File: src/rtl/shader_scheduler.sv
// shader_scheduler: frame controller that feeds voxels to the shader array, sequences rasterize/shade, and streams pixels to the framebuffer
module shader_scheduler #(
  parameter int ROWS         = 4,
  parameter int COLS         = 4,
  parameter int ROW_BITS     = 8,
  parameter int COL_BITS     = 8,
  parameter int COORD_BITS   = 8,
  parameter int PALETTE_BITS = 8,
  parameter int PIXEL_BITS   = 8,
  parameter int CNT_BITS     = 16,
  parameter int TIMEOUT      = 1023
) (
  input  logic                         clock,
  input  logic                         reset_n,
  input  logic                         start,
  input  logic [CNT_BITS-1:0]          voxel_count,
  input  logic                         in_valid,
  output logic                         in_ready,
  input  logic [COORD_BITS-1:0]        in_x,
  input  logic [COORD_BITS-1:0]        in_y,
  input  logic [COORD_BITS-1:0]        in_z,
  input  logic [PALETTE_BITS-1:0]      in_id,
  output logic [COORD_BITS-1:0]        voxel_x,
  output logic [COORD_BITS-1:0]        voxel_y,
  output logic [COORD_BITS-1:0]        voxel_z,
  output logic [PALETTE_BITS-1:0]      voxel_id,
  output logic                         do_rasterize,
  output logic                         do_shade,
  input  logic                         rast_done_all,
  input  logic                         shade_done_all,
  output logic [ROW_BITS-1:0]          row,
  output logic [COL_BITS-1:0]          col,
  input  logic [PIXEL_BITS-1:0]        pixel,
  output logic                         fb_valid,
  input  logic                         fb_ready,
  output logic [ROW_BITS+COL_BITS-1:0] fb_addr,
  output logic [PIXEL_BITS-1:0]        fb_data,
  output logic                         frame_done,
  output logic                         error
);
  localparam logic [2:0] IDLE    = 3'd0;
  localparam logic [2:0] FETCH   = 3'd1;
  localparam logic [2:0] RASTER  = 3'd2;
  localparam logic [2:0] SHADE   = 3'd3;
  localparam logic [2:0] READOUT = 3'd4;
  localparam logic [2:0] FINISH  = 3'd5;
  localparam int WD_BITS   = $clog2(TIMEOUT + 1);
  localparam int ADDR_BITS = ROW_BITS + COL_BITS;

  logic [2:0]          state;
  logic [CNT_BITS-1:0] remaining;
  logic [WD_BITS-1:0]  wdog;
  logic                load, timeout, last_col, last_row;

  // A voxel is accepted in FETCH, or in RASTER once the array finished the previous one and more remain
  assign in_ready     = state == FETCH || (state == RASTER && rast_done_all && remaining != '0);
  assign load         = in_valid && in_ready;
  assign timeout      = wdog == WD_BITS'(TIMEOUT - 1);
  assign last_col     = col == COL_BITS'(COLS - 1);
  assign last_row     = row == ROW_BITS'(ROWS - 1);
  assign do_rasterize = state == RASTER;
  assign do_shade     = state == SHADE;
  assign fb_valid     = state == READOUT;
  assign frame_done   = state == FINISH;
  assign fb_data      = pixel;
  assign fb_addr      = ADDR_BITS'(row) * ADDR_BITS'(COLS) + ADDR_BITS'(col);

  // Capture each accepted voxel for broadcast; held stable until the next accept
  always_ff @(posedge clock or negedge reset_n)
    if (!reset_n) {voxel_x, voxel_y, voxel_z, voxel_id} <= '0;
    else if (load) {voxel_x, voxel_y, voxel_z, voxel_id} <= {in_x, in_y, in_z, in_id};

  // Frame sequencer with a watchdog that aborts a stalled rasterize/shade wait
  always_ff @(posedge clock or negedge reset_n)
    if (!reset_n) begin
      state     <= IDLE;
      remaining <= '0;
      wdog      <= '0;
      row       <= '0;
      col       <= '0;
      error     <= 1'b0;
    end else begin
      if (load) remaining <= remaining - CNT_BITS'(1);
      case (state)
        IDLE: if (start) begin
          remaining <= voxel_count;
          error     <= 1'b0;
          wdog      <= '0;
          state     <= voxel_count == '0 ? SHADE : FETCH;
        end
        FETCH: if (in_valid) begin
          wdog  <= '0;
          state <= RASTER;
        end
        RASTER: if (rast_done_all) begin
          wdog  <= '0;
          state <= remaining == '0 ? SHADE : in_valid ? RASTER : FETCH;
        end else if (timeout) begin
          wdog  <= '0;
          error <= 1'b1;
          state <= IDLE;
        end else wdog <= wdog + WD_BITS'(1);
        SHADE: if (shade_done_all) begin
          wdog  <= '0;
          row   <= '0;
          col   <= '0;
          state <= READOUT;
        end else if (timeout) begin
          wdog  <= '0;
          error <= 1'b1;
          state <= IDLE;
        end else wdog <= wdog + WD_BITS'(1);
        READOUT: if (fb_ready) begin
          col <= last_col ? '0 : col + COL_BITS'(1);
          if (last_col) row <= last_row ? '0 : row + ROW_BITS'(1);
          if (last_col && last_row) state <= FINISH;
        end
        FINISH: state <= IDLE;
        default: state <= IDLE;
      endcase
    end
endmodule

File: config.mk
export PLATFORM = sky130hd
export DESIGN_NAME = shader_scheduler
export DESIGN_NICKNAME = d
export VERILOG_FILES = /design/src/rtl/shader_scheduler.sv
export SDC_FILE = /design/constraint.sdc
export NUM_CORES = 1
export LEC_CHECK = 0
export CORE_MARGIN = 4
export CORE_UTILIZATION = 48
export CTS_BUF_LIST = sky130_fd_sc_hd__clkbuf_4
export CTS_CLUSTER_SIZE = 24
export DETAILED_ROUTE_END_ITERATION = 10
export GPL_TIMING_DRIVEN = 0
export HOLD_SLACK_MARGIN = 0.03
export PLACE_DENSITY_LB_ADDON = 0.3
export RECOVER_POWER = 50
export SLEW_MARGIN = 25
export SYNTH_ARGS = -nofsm -noshare
export SYNTH_HDL_FRONTEND = slang
export SYNTH_SLANG_ARGS = --single-unit
File: constraint.sdc
create_clock -name clock -period 2.7 [get_ports clock]
set_input_delay 0.405 -clock clock [delete_from_list [all_inputs] [get_ports clock]]
set_output_delay 0.405 -clock clock [all_outputs]
set_load 0.05 [all_outputs]
-- After elaboration in Yosys (flattened, before gate mapping)
Cells that the tools add are included.
W data, S select, Z words.
- input bits: 63
- ROM bits: 0
- latch bits: 0
- register bits after elaboration: 78
- word-level logic and storage cells: 81
- bits in writable memories: 0
- output and inout port bits: 78
- memories kept: 0
- $mul: 0
- shifts and indexed selects: 0
- divide/modulo/power cells: 0
- reductions and logical operators: 17
- mux-type cells: 33
- bitwise operators: 0
- equal/unequal tests: 16
- magnitude comparators: 0
- $add $sub $neg: 5
- operators by type and width (cell ; count):
    $mux W10 ; 5
    $mux W16 ; 3
    $mux W8 ; 6
    $pmux W10 S4 ; 1
    $logic_not A16 Y1 ; 2
    $pmux W8 S2 ; 2
    $mux W3 ; 7
    $add A8 B1 Y8 const B ; 2
    $eq A8 B2 Y1 const B ; 2
    $reduce_bool A16 Y1 ; 1
    $sub A16 B1 Y16 const B ; 1
    $pmux W3 S5 ; 1
    $reduce_and A4 Y1 ; 3
    $add A10 B8 Y11 ; 1
    $add A10 B1 Y10 const B ; 1
    $eq A10 B10 Y1 const B ; 1
    $ne A2 B1 Y1 const B ; 4
    $ne A2 B2 Y1 const B ; 4
    $eq A3 B2 Y1 const B ; 2
    $eq A3 B3 Y1 const B ; 2
    $mux W2 ; 3
    $reduce_and A3 Y1 ; 2
    $logic_and A1 B1 Y1 ; 4
    $mux W1 ; 4
    other kinds (7) ; 7

-- Depth between registers and ports, before layout
Gate-level depths: netlist (run 1).
- depth after elaboration: 8
- gate-level depth with buffers: 8
- mapped depth without buffers: 7

-- Worst setup path after synthesis (run 1)
OpenSTA, ideal clock, no wires.
- path kind: reg2out
- from: reg row[0]
- to: out fb_addr[8]
- stages on the path, launching flop included: 8
- path slack: -129 ps
- arrival: 2424 ps
- required time: 2295 ps
- path buffers: 0
- path through: dfrtp_1 ha_1 fa_1 a21o_1 a21oi_1 o21bai_1 a21oi_1 xnor2_1
- cells in the longest elaborated chain, start to end: 1
- ends and longest elaborated chain (item ; RTL line ; text):
    start, declared ; 31 ; output logic [ROW_BITS-1:0] row,
    start signal, assigned ; 115 ; if (last_col) row <= last_row ? '0 : row + ROW_BITS'(1);
    $add A10 B8 Y11 ; 66 ; assign fb_addr = ADDR_BITS'(row) * ADDR_BITS'(COLS) + ADDR_BITS'(col);
    end, declared ; 36 ; output logic [ROW_BITS+COL_BITS-1:0] fb_addr,
Every way passes these cells.

-- Worst setup path after layout (run 1)
- from: reg col[2]
- to: out fb_addr[8]
- cells in the longest elaborated chain, start to end: 1
- ends and longest elaborated chain (item ; RTL line ; text):
    start, declared ; 32 ; output logic [COL_BITS-1:0] col,
    start signal, assigned ; 114 ; col <= last_col ? '0 : col + COL_BITS'(1);
    $add A10 B8 Y11 ; 66 ;
Every way passes these cells.

==> metrics.txt, run 1 <==
# TYPE chip_impl_metric gauge
chip_impl_info{name="startpoint_type",value="flip-flop"} 1
chip_impl_info{name="ys_dominant_reg_cell",value="sky130_fd_sc_hd__dfrtp_1"} 1
chip_impl_metric{name="cap_violations",unit=""} 1
chip_impl_metric{name="cp_data_arrival_time",unit="ns"} 2.35
chip_impl_metric{name="post_synth_instance_area",unit="sq um"} 4460
chip_impl_metric{name="placement.cell_area",unit="sq um"} 5920
chip_impl_metric{name="clock_sinks",unit=""} 78
chip_impl_metric{name="io_buffers",unit=""} 127
chip_impl_metric{name="final_min_period_over_clock_period",unit="%"} 102
chip_impl_metric{name="final-max-slew-violation-count",unit=""} 30
chip_impl_metric{name="power.density_cell_area",unit="nW/um^2"} 1050
chip_impl_info{name="globalRoute.busiestLayer",value="met2"} 1
chip_impl_metric{name="n_fill_cell",unit=""} 710
chip_impl_metric{name="wl_per_cell",unit="um"} 16.7
chip_impl_info{name="timing.hold.worst.start",value="voxel_x[7]"} 1
chip_impl_metric{name="cts.path.max_buffers",unit=""} 2
chip_impl_metric{name="number_of_drc_markers_in_iteration_0",unit=""} 229
chip_impl_metric{name="antenna_found_initial",unit=""} 0
chip_impl_metric{name="postRouteWirelength",unit="um"} 12000
chip_impl_metric{name="max_slew.worst_pin.slew",unit="ns"} 1.80
chip_impl_metric{name="async_flop_share",unit="%"} 100
chip_impl_metric{name="cts_inserted_buffers",unit=""} 9
chip_impl_metric{name="final_antenna_net_count",unit=""} 0
chip_impl_metric{name="gr-usage-met3",unit="%"} 4.72
chip_impl_metric{name="finalNetCount",unit=""} 680
chip_impl_info{name="violations",value="capacitance limit, slew limit, setup timing"} 1
chip_impl_metric{name="sequential_to_total_area_share_from_yosys_stat",unit="%"} 43.8
chip_impl_metric{name="die-area",unit="sq um"} 10900
chip_impl_metric{name="final.hold.worst_slack",unit="ns"} 0.514
chip_impl_metric{name="postSynthAreaPerCell",unit="sq um"} 9.80
chip_impl_info{name="critical_path.reg2reg.startpoint",value="state[2]"} 1
chip_impl_metric{name="worst_r2r_path_depth",unit=""} 5
chip_impl_metric{name="yosys_register_bits",unit=""} 78
chip_impl_metric{name="globalRouteTotalUtil",unit="%"} 22.2
chip_impl_info{name="setup_crit_end_kind",value="output pin"} 1
chip_impl_metric{name="postLayoutCellArea",unit="sq um"} 6120
chip_impl_info{name="status",value="finished with violations"} 1
chip_impl_metric{name="pre_cts_ws",unit="ns"} -0.580
chip_impl_metric{name="max_freq",unit="GHz"} 0.363
chip_impl_metric{name="floorplan_die_height",unit="um"} 104
chip_impl_metric{name="dieWidth",unit="um"} 104
chip_impl_metric{name="viasPerCell",unit=""} 5.69
chip_impl_metric{name="worst_slew_margin_rel",unit="%"} -20.2
chip_impl_metric{name="antennaDiodeCount",unit=""} 0
chip_impl_info{name="worst_hold_path.endpoint",value="voxel_x[7]"} 1
chip_impl_metric{name="ir_worst_vdd",unit="V"} 0.000518
chip_impl_metric{name="gpl.final_weighted_congestion",unit=""} 0.927
chip_impl_metric{name="syn-instance-count",unit=""} 455
chip_impl_metric{name="power_leakage",unit="nW"} 2.55
chip_impl_metric{name="row_cnt",unit=""} 34
chip_impl_metric{name="fin_setup_tns",unit="ns"} -0.0536
chip_impl_metric{name="reg_to_reg_slack_setup",unit="ns"} 0.28
chip_impl_metric{name="via_count",unit=""} 4082
chip_impl_metric{name="global_route.usage.met1",unit="%"} 27.4
chip_impl_metric{name="worstPathRequired",unit="ns"} 2.30
chip_impl_metric{name="number_of_detailed_route_iterations_in_the_first_pass",unit=""} 6
chip_impl_metric{name="grt_use_met2",unit="%"} 39.7
chip_impl_info{name="cts_tree",value="built"} 1
chip_impl_metric{name="worst_setup_hold_path_clk_slew",unit="ns"} 0.14
chip_impl_metric{name="layout_min_cycle_time",unit="ns"} 2.75
chip_impl_metric{name="timing.hold.worst_path_depth",unit=""} 1
chip_impl_metric{name="core_area",unit="sq um"} 8890
chip_impl_metric{name="timing.final.hold_violations",unit=""} 0
chip_impl_metric{name="grt_pass1_wl",unit="um"} 20100
chip_impl_metric{name="layout-area-overhead-vs-synth",unit="%"} 37.3
chip_impl_metric{name="global_route.overflow_total",unit=""} 0
chip_impl_metric{name="clock_skews",unit="ns"} 0.0286
chip_impl_metric{name="layout-drive-gt1-share",unit="%"} 18.9
chip_impl_metric{name="dpl.hpwl",unit="um"} 8880
chip_impl_metric{name="min_setup_slack_post_route",unit="ns"} -0.0536
chip_impl_metric{name="synth.lib_cells_used.distinct",unit=""} 66
chip_impl_metric{name="vias_in_the_first_global_route",unit=""} 4107
chip_impl_metric{name="setup_viol",unit=""} 1
chip_impl_metric{name="start_util",unit="%"} 50.2
chip_impl_info{name="hp-class",value="reg -> reg"} 1
chip_impl_metric{name="clkLatencyLatePin",unit="ns"} 0.43
chip_impl_info{name="rsz_0062_raised_after_global_routing",value="yes"} 1
chip_impl_metric{name="path_max_fanout",unit=""} 2
chip_impl_metric{name="remaining_drc_errors",unit=""} 0
chip_impl_info{name="clock_tree.root_cell",value="sky130_fd_sc_hd__clkbuf_4"} 1
chip_impl_metric{name="synth_edf_count",unit=""} 0
chip_impl_metric{name="cts-htree-levels",unit=""} 3
chip_impl_info{name="worst_r2r_end",value="row[5]"} 1
chip_impl_metric{name="synth.yosys.warnings",unit=""} 0
chip_impl_metric{name="boundaryPins",unit=""} 141
chip_impl_metric{name="grt_start_max_net_pins",unit=""} 50
chip_impl_info{name="setup.worst_path.class",value="reg -> out"} 1
[cells by family after synthesis]
logic type / Yosys count / synth area share (%)
buf+inv: 45 / 5.61
other cells: 1 / 0.0841
fa+ha+maj: 13 / 3.81
flops: 78 / 43.8
simple gates: 175 / 21.6
mux: 39 / 9.73
xor+xnor: 12 / 2.36
compound gates: 92 / 13.0
[how the worst max path moves through the flow]
stage	from	end	slack (ns)	cells past startpoint
after global routing	col[2]	fb_addr[8]	-0.16	8
after CTS	col[2]	fb_addr[8]	-0.1	8
after detailed placement	row[0]	fb_addr[8]	-0.58	8
after floorplan	row[0]	fb_addr[8]	0.01	7
final	col[2]	fb_addr[8]	-0.05	8
after global placement	reset_n	row[1]	-1.84	1
[where the power goes]
group          internal, mW  switching (mW)  leakage [nW]
registers              1.60           0.371         0.965
clock network         0.199           0.443        0.0669
logic                  1.41            2.39          1.52
total                  3.21            3.21          2.55
[flip-flops by register name, indices dropped and copies added (netlist names)]
name       count
row            8
wdog          10
col            8
voxel_z        8
voxel_x        8
voxel_id       8
error          1
voxel_y        8
state          3
remaining     16
[layer usage]
metal | vias up | part of all wire, %
li1 | 1937 | -
met1 | 1977 | 41
met2 | 153 | 52
met3 | 15 | 5.8
met4 | 0 | 0.89
met5 | - | 0
[stage by stage]
step | total power, mW | util [%] | instances
floorplan | 4.55 | - | 459
detailed placement | 5.79 | 66.6 | 695
global placement | 5.66 | 66.4 | 694
CTS | 6.48 | 68.6 | 715
global route | 6.80 | 68.9 | 717
finish | 6.42 | 68.9 | 717
[worst max-delay path, stage by stage (launching register included)]
cell	delay, ns
sky130_fd_sc_hd__dfrtp_2	0.46
sky130_fd_sc_hd__ha_4	0.17
sky130_fd_sc_hd__fa_2	0.34
sky130_fd_sc_hd__a21o_1	0.17
sky130_fd_sc_hd__a21oi_2	0.17
sky130_fd_sc_hd__o21bai_1	0.09
sky130_fd_sc_hd__a21oi_2	0.21
sky130_fd_sc_hd__xnor2_2	0.14
sky130_fd_sc_hd__buf_6	0.18
[placed cells by master, fill, tap and decap left out, types with 5 or more instances in the layout]
master / n
sky130_fd_sc_hd__nor2_1: 21
sky130_fd_sc_hd__nor4_1: 7
sky130_fd_sc_hd__buf_2: 6
sky130_fd_sc_hd__dlygate4sd3_1: 21
sky130_fd_sc_hd__inv_1: 14
sky130_fd_sc_hd__clkbuf_4: 9
sky130_fd_sc_hd__a31oi_1: 5
sky130_fd_sc_hd__o21ai_0: 36
sky130_fd_sc_hd__clkdlybuf4s50_1: 95
sky130_fd_sc_hd__clkbuf_1: 10
sky130_fd_sc_hd__nor2b_1: 6
sky130_fd_sc_hd__mux2_2: 35
sky130_fd_sc_hd__or4_1: 6
sky130_fd_sc_hd__or3_1: 6
sky130_fd_sc_hd__nand2b_1: 8
sky130_fd_sc_hd__buf_4: 22
sky130_fd_sc_hd__nand3_1: 24
sky130_fd_sc_hd__ha_1: 11
sky130_fd_sc_hd__xnor2_1: 7
sky130_fd_sc_hd__dfrtp_1: 74
sky130_fd_sc_hd__o31ai_1: 6
sky130_fd_sc_hd__conb_1: 5
sky130_fd_sc_hd__nor3_1: 14
sky130_fd_sc_hd__a21oi_1: 10
sky130_fd_sc_hd__nand2_1: 47
[cell usage after synthesis (all sizes together) (2+ instances only)]
cell type	n	share of area (%)
nand3	24	2.7
or2	5	0.70
nand2	47	4.0
and3	3	0.42
clkbuf	7	0.59
buf	24	3.8
o21ai	38	4.3
dfrtp	78	44
nor2	21	1.8
o311ai	4	0.79
xnor2	9	1.8
o31ai	7	1.3
nor3b	4	0.67
o21a	2	0.34
a21o	4	0.67
nor4	11	2.2
xor2	3	0.59
o211ai	4	0.67
mux2i	4	0.90
ha	12	3.4
o22ai	3	0.56
a21oi	13	1.5
nand4	3	0.42
or4	7	1.3
or3	6	0.84
o21bai	3	0.50
nor3	14	1.6
nor2b	6	0.84
a31oi	5	0.70
or3b	2	0.39
or4b	2	0.53
mux2	35	8.8
nor4b	2	0.39
nand2b	8	1.1
inv	14	1.2
and2	4	0.56
[final cells by class]
type / instances / area (sq um) / area share, %
Timing Repair Buffer: 134 / 1320 / 21.6
Multi-Input combinational cell: 336 / 2340 / 38.2
Inverter: 14 / 52.6 / 0.858
Sequential cell: 78 / 1960 / 32.0
Buffer: 31 / 195 / 3.19
Clock inverter: 7 / 56.3 / 0.920
Clock buffer: 9 / 67.6 / 1.10
Tap cell: 108 / 135 / 2.21
[what timing repair did]
item,CTS,global route
hold endpoints to repair,29,0
resized for setup,51,6
setup endpoints to repair,10,8
buffers inserted,3,2
pin swaps,2,2
hold buffers,1,0
Note: power is estimated with default switching activity, not from simulation.
==> run 2: changes to the inputs <==
--- a/config.mk
+++ b/config.mk
@@ -5,10 +5,10 @@
 export SDC_FILE = /design/constraint.sdc
 export NUM_CORES = 1
 export LEC_CHECK = 0
-export CORE_MARGIN = 4
+export CORE_MARGIN = 2
 export CORE_UTILIZATION = 48
 export CTS_BUF_LIST = sky130_fd_sc_hd__clkbuf_4
-export CTS_CLUSTER_SIZE = 24
+export CTS_CLUSTER_SIZE = 40
 export DETAILED_ROUTE_END_ITERATION = 10
 export GPL_TIMING_DRIVEN = 0
 export HOLD_SLACK_MARGIN = 0.03
==> run 2 against run 1 <==
Effect of this change:
- the flow finishes with violations (setup timing)
- first-iteration DRC count down 3.9%
- cell area up 0.22%
- routed wire length down 1.2%
- die area down 7.5%
- fmax up 0.57%
- hold slack worse by 0.021 ns
- register-to-register slack worse by 0.18 ns
- largest power group unchanged
==> metrics.txt, run 2 (synthesis gave the netlist of run 1 again) <==
# TYPE chip_impl_metric gauge
chip_impl_metric{name="power_leakage",unit="nW"} 2.58
chip_impl_metric{name="global_route.overflow_total",unit=""} 0
chip_impl_metric{name="dpl.hpwl",unit="um"} 8640
chip_impl_metric{name="clock_sinks",unit=""} 78
chip_impl_metric{name="floorplan_die_height",unit="um"} 100
chip_impl_metric{name="gpl.final_weighted_congestion",unit=""} 0.903
chip_impl_metric{name="viasPerCell",unit=""} 5.75
chip_impl_metric{name="power.density_cell_area",unit="nW/um^2"} 1070
chip_impl_metric{name="die-area",unit="sq um"} 10100
chip_impl_metric{name="cp_data_arrival_time",unit="ns"} 2.33
chip_impl_info{name="status",value="finished with violations"} 1
chip_impl_metric{name="final-max-slew-violation-count",unit=""} 0
chip_impl_info{name="setup_crit_end_kind",value="output pin"} 1
chip_impl_metric{name="vias_in_the_first_global_route",unit=""} 3981
chip_impl_metric{name="grt_pass1_wl",unit="um"} 18700
chip_impl_metric{name="cp_slowest_stage_delay",unit="ns"} 0.81
chip_impl_metric{name="clock_skews",unit="ns"} 0.0177
chip_impl_metric{name="timing.hold.worst_path_depth",unit=""} 2
chip_impl_metric{name="ir_worst_vdd",unit="V"} 0.000647
chip_impl_metric{name="layout_min_cycle_time",unit="ns"} 2.74
chip_impl_metric{name="number_of_detailed_route_iterations_in_the_first_pass",unit=""} 5
chip_impl_metric{name="layout-area-overhead-vs-synth",unit="%"} 37.6
chip_impl_info{name="cells_traversed_along_the_worst_timing_path",value="clkbuf_1 > and3b_1 > clkdlybuf4s50_1"} 1
chip_impl_metric{name="setup_viol",unit=""} 2
chip_impl_metric{name="max_freq",unit="GHz"} 0.365
chip_impl_metric{name="worst_setup_hold_path_clk_slew",unit="ns"} 0.14
chip_impl_metric{name="power",unit="mW"} 6.55
chip_impl_metric{name="via_count",unit=""} 4156
chip_impl_metric{name="layout-drive-gt1-share",unit="%"} 19.6
chip_impl_info{name="violations",value="setup timing"} 1
chip_impl_info{name="rsz_0062_raised_after_global_routing",value="yes"} 1
chip_impl_metric{name="final_antenna_net_count",unit=""} 0
chip_impl_metric{name="max_reg_flops",unit=""} 16
chip_impl_info{name="top_register",value="remaining"} 1
chip_impl_metric{name="globalRouteTotalUtil",unit="%"} 23.3
chip_impl_metric{name="worst_r2r_path_depth",unit=""} 6
chip_impl_metric{name="worstPathRequired",unit="ns"} 2.30
chip_impl_metric{name="final_min_period_over_clock_period",unit="%"} 101
chip_impl_info{name="crit_slowest_cell",value="sky130_fd_sc_hd__clkdlybuf4s50_1"} 1
chip_impl_info{name="layout_common_cells",value="98 x sky130_fd_sc_hd__clkdlybuf4s50_1, 74 x sky130_fd_sc_hd__dfrtp_1, 47 x sky130_fd_sc_hd__nand2_1, 36 x sky130_fd_sc_hd__o21ai_0, 35 x sky130_fd_sc_hd__mux2_2"} 1
chip_impl_metric{name="cap_violations",unit=""} 0
chip_impl_metric{name="core_area",unit="sq um"} 9110
chip_impl_metric{name="start_util",unit="%"} 49.0
chip_impl_metric{name="cts.path.max_buffers",unit=""} 2
chip_impl_metric{name="path_max_fanout",unit=""} 10
chip_impl_metric{name="number_of_drc_markers_in_iteration_0",unit=""} 220
chip_impl_metric{name="antennaDiodeCount",unit=""} 0
chip_impl_metric{name="row_cnt",unit=""} 35
chip_impl_info{name="cts_tree",value="built"} 1
chip_impl_info{name="setup.worst_path.class",value="reg -> out"} 1
chip_impl_metric{name="antenna_found_initial",unit=""} 0
chip_impl_metric{name="wl_per_cell",unit="um"} 16.3
chip_impl_metric{name="worst_slew_margin_rel",unit="%"} 31.0
chip_impl_metric{name="dieWidth",unit="um"} 100
chip_impl_info{name="layout_commonest_cell",value="sky130_fd_sc_hd__clkdlybuf4s50_1"} 1
chip_impl_metric{name="boundaryPins",unit=""} 141
chip_impl_metric{name="cts_inserted_buffers",unit=""} 9
chip_impl_metric{name="n_fill_cell",unit=""} 749
chip_impl_metric{name="clkLatencyLatePin",unit="ns"} 0.45
chip_impl_metric{name="pre_cts_ws",unit="ns"} -0.532
chip_impl_metric{name="max_slew.worst_pin.slew",unit="ns"} 1.04
chip_impl_info{name="biggestRegsByFlops",value="remaining (16), wdog (10)"} 1
chip_impl_metric{name="cts-htree-levels",unit=""} 3
chip_impl_metric{name="finalNetCount",unit=""} 683
chip_impl_metric{name="timing.final.hold_violations",unit=""} 0
chip_impl_metric{name="remaining_drc_errors",unit=""} 0
chip_impl_info{name="hp-class",value="reg -> reg"} 1
chip_impl_info{name="clock_tree.root_cell",value="sky130_fd_sc_hd__clkbuf_4"} 1
chip_impl_metric{name="grt_start_max_net_pins",unit=""} 41
chip_impl_info{name="startpoint_type",value="flip-flop"} 1
chip_impl_metric{name="io_buffers",unit=""} 127
chip_impl_metric{name="min_setup_slack_post_route",unit="ns"} -0.0379
chip_impl_metric{name="postRouteWirelength",unit="um"} 11800
-- run 2: changes by cell type in the layout (fill, tap and decap cells not counted), sizes merged --
| cell | previous run | this run |
|---|---|---|
| clkdlybuf4s50 | 95 | 98 |
| clkinv | 4 | 0 |
| clkbuf | 20 | 24 |
| clkdlybuf4s15 | 1 | 0 |
| dlygate4sd3 | 21 | 17 |
| buf | 34 | 35 |
| dlymetal6s2s | 1 | 2 |
| clkinvlp | 1 | 3 |
| bufinv | 0 | 1 |
-- run 2: worst paths after layout --
| path | end | slack [ns] | startpoint |
|---|---|---|---|
| max | frame_done | -0.04 | state[0] |
| min in group asynchronous | col[0] | 0.66 | reset_n |
| min | error | 0.49 | error |
| max in group asynchronous | col[3] | 0.45 | reset_n |
| max reg2reg | voxel_z[6] | 0.10 | state[0] |
| min reg2reg | error | 0.49 | error |
-- run 2: layout make-up --
class,instances,area (sq um),share of cell area [%]
clock inverters,6,70.1,1.14
inverters,14,52.6,0.856
repair buffers,137,1320,21.6
clock buffers,10,75.1,1.22
plain buffers,31,194,3.16
multi-input cells,336,2330,37.9
flip-flops and latches,78,1960,31.9
well taps,111,139,2.26
-- run 2: metrics by stage --
step / TNS, ns / hold slack (ns) / cell area, sq um / util [%] / cells
after global placement: -128.13 / 0.471 / 5900 / 64.8 / 697
final: -0.0657 / 0.492 / 6140 / 67.4 / 723
after CTS: -0.103 / 0.478 / 6100 / 67.0 / 717
after global routing: -0.245 / 0.535 / 6140 / 67.4 / 723
after floorplan: 0 / 0.109 / 4490 / - / 459
after detailed placement: -1.35 / 0.433 / 5920 / 65.0 / 698
-- run 2: layer usage --
metal | share of wire, % | global-route usage, %
met2 | 51 | 38.3
met1 | 41 | 30.1
met3 | 6.1 | 4.39
met5 | 0 | 0
met4 | 1.9 | 10.1
-- run 2: timing repair --
item | 4_1_cts | 5_1_grt
resized for setup | 50 | 9
pin swaps | 3 | 6
setup buffers | 2 | 6
hold endpoints to repair | 39 | 0
hold buffers | 1 | 0
cloned | 0 | 0
endpoints found under the setup margin | 10 | 9
-- run 2: critical path, delay by kind of cell, from the launching register on --
family,cells,cell delay (ns)
buf+inv,2,1.17
flops,1,0.48
simple gates,1,0.24
-- run 2: where the power goes --
group / internal (mW) / switching, mW
registers: 1.60 / 0.367
clock network: 0.299 / 0.459
logic: 1.43 / 2.39
total: 3.33 / 3.21
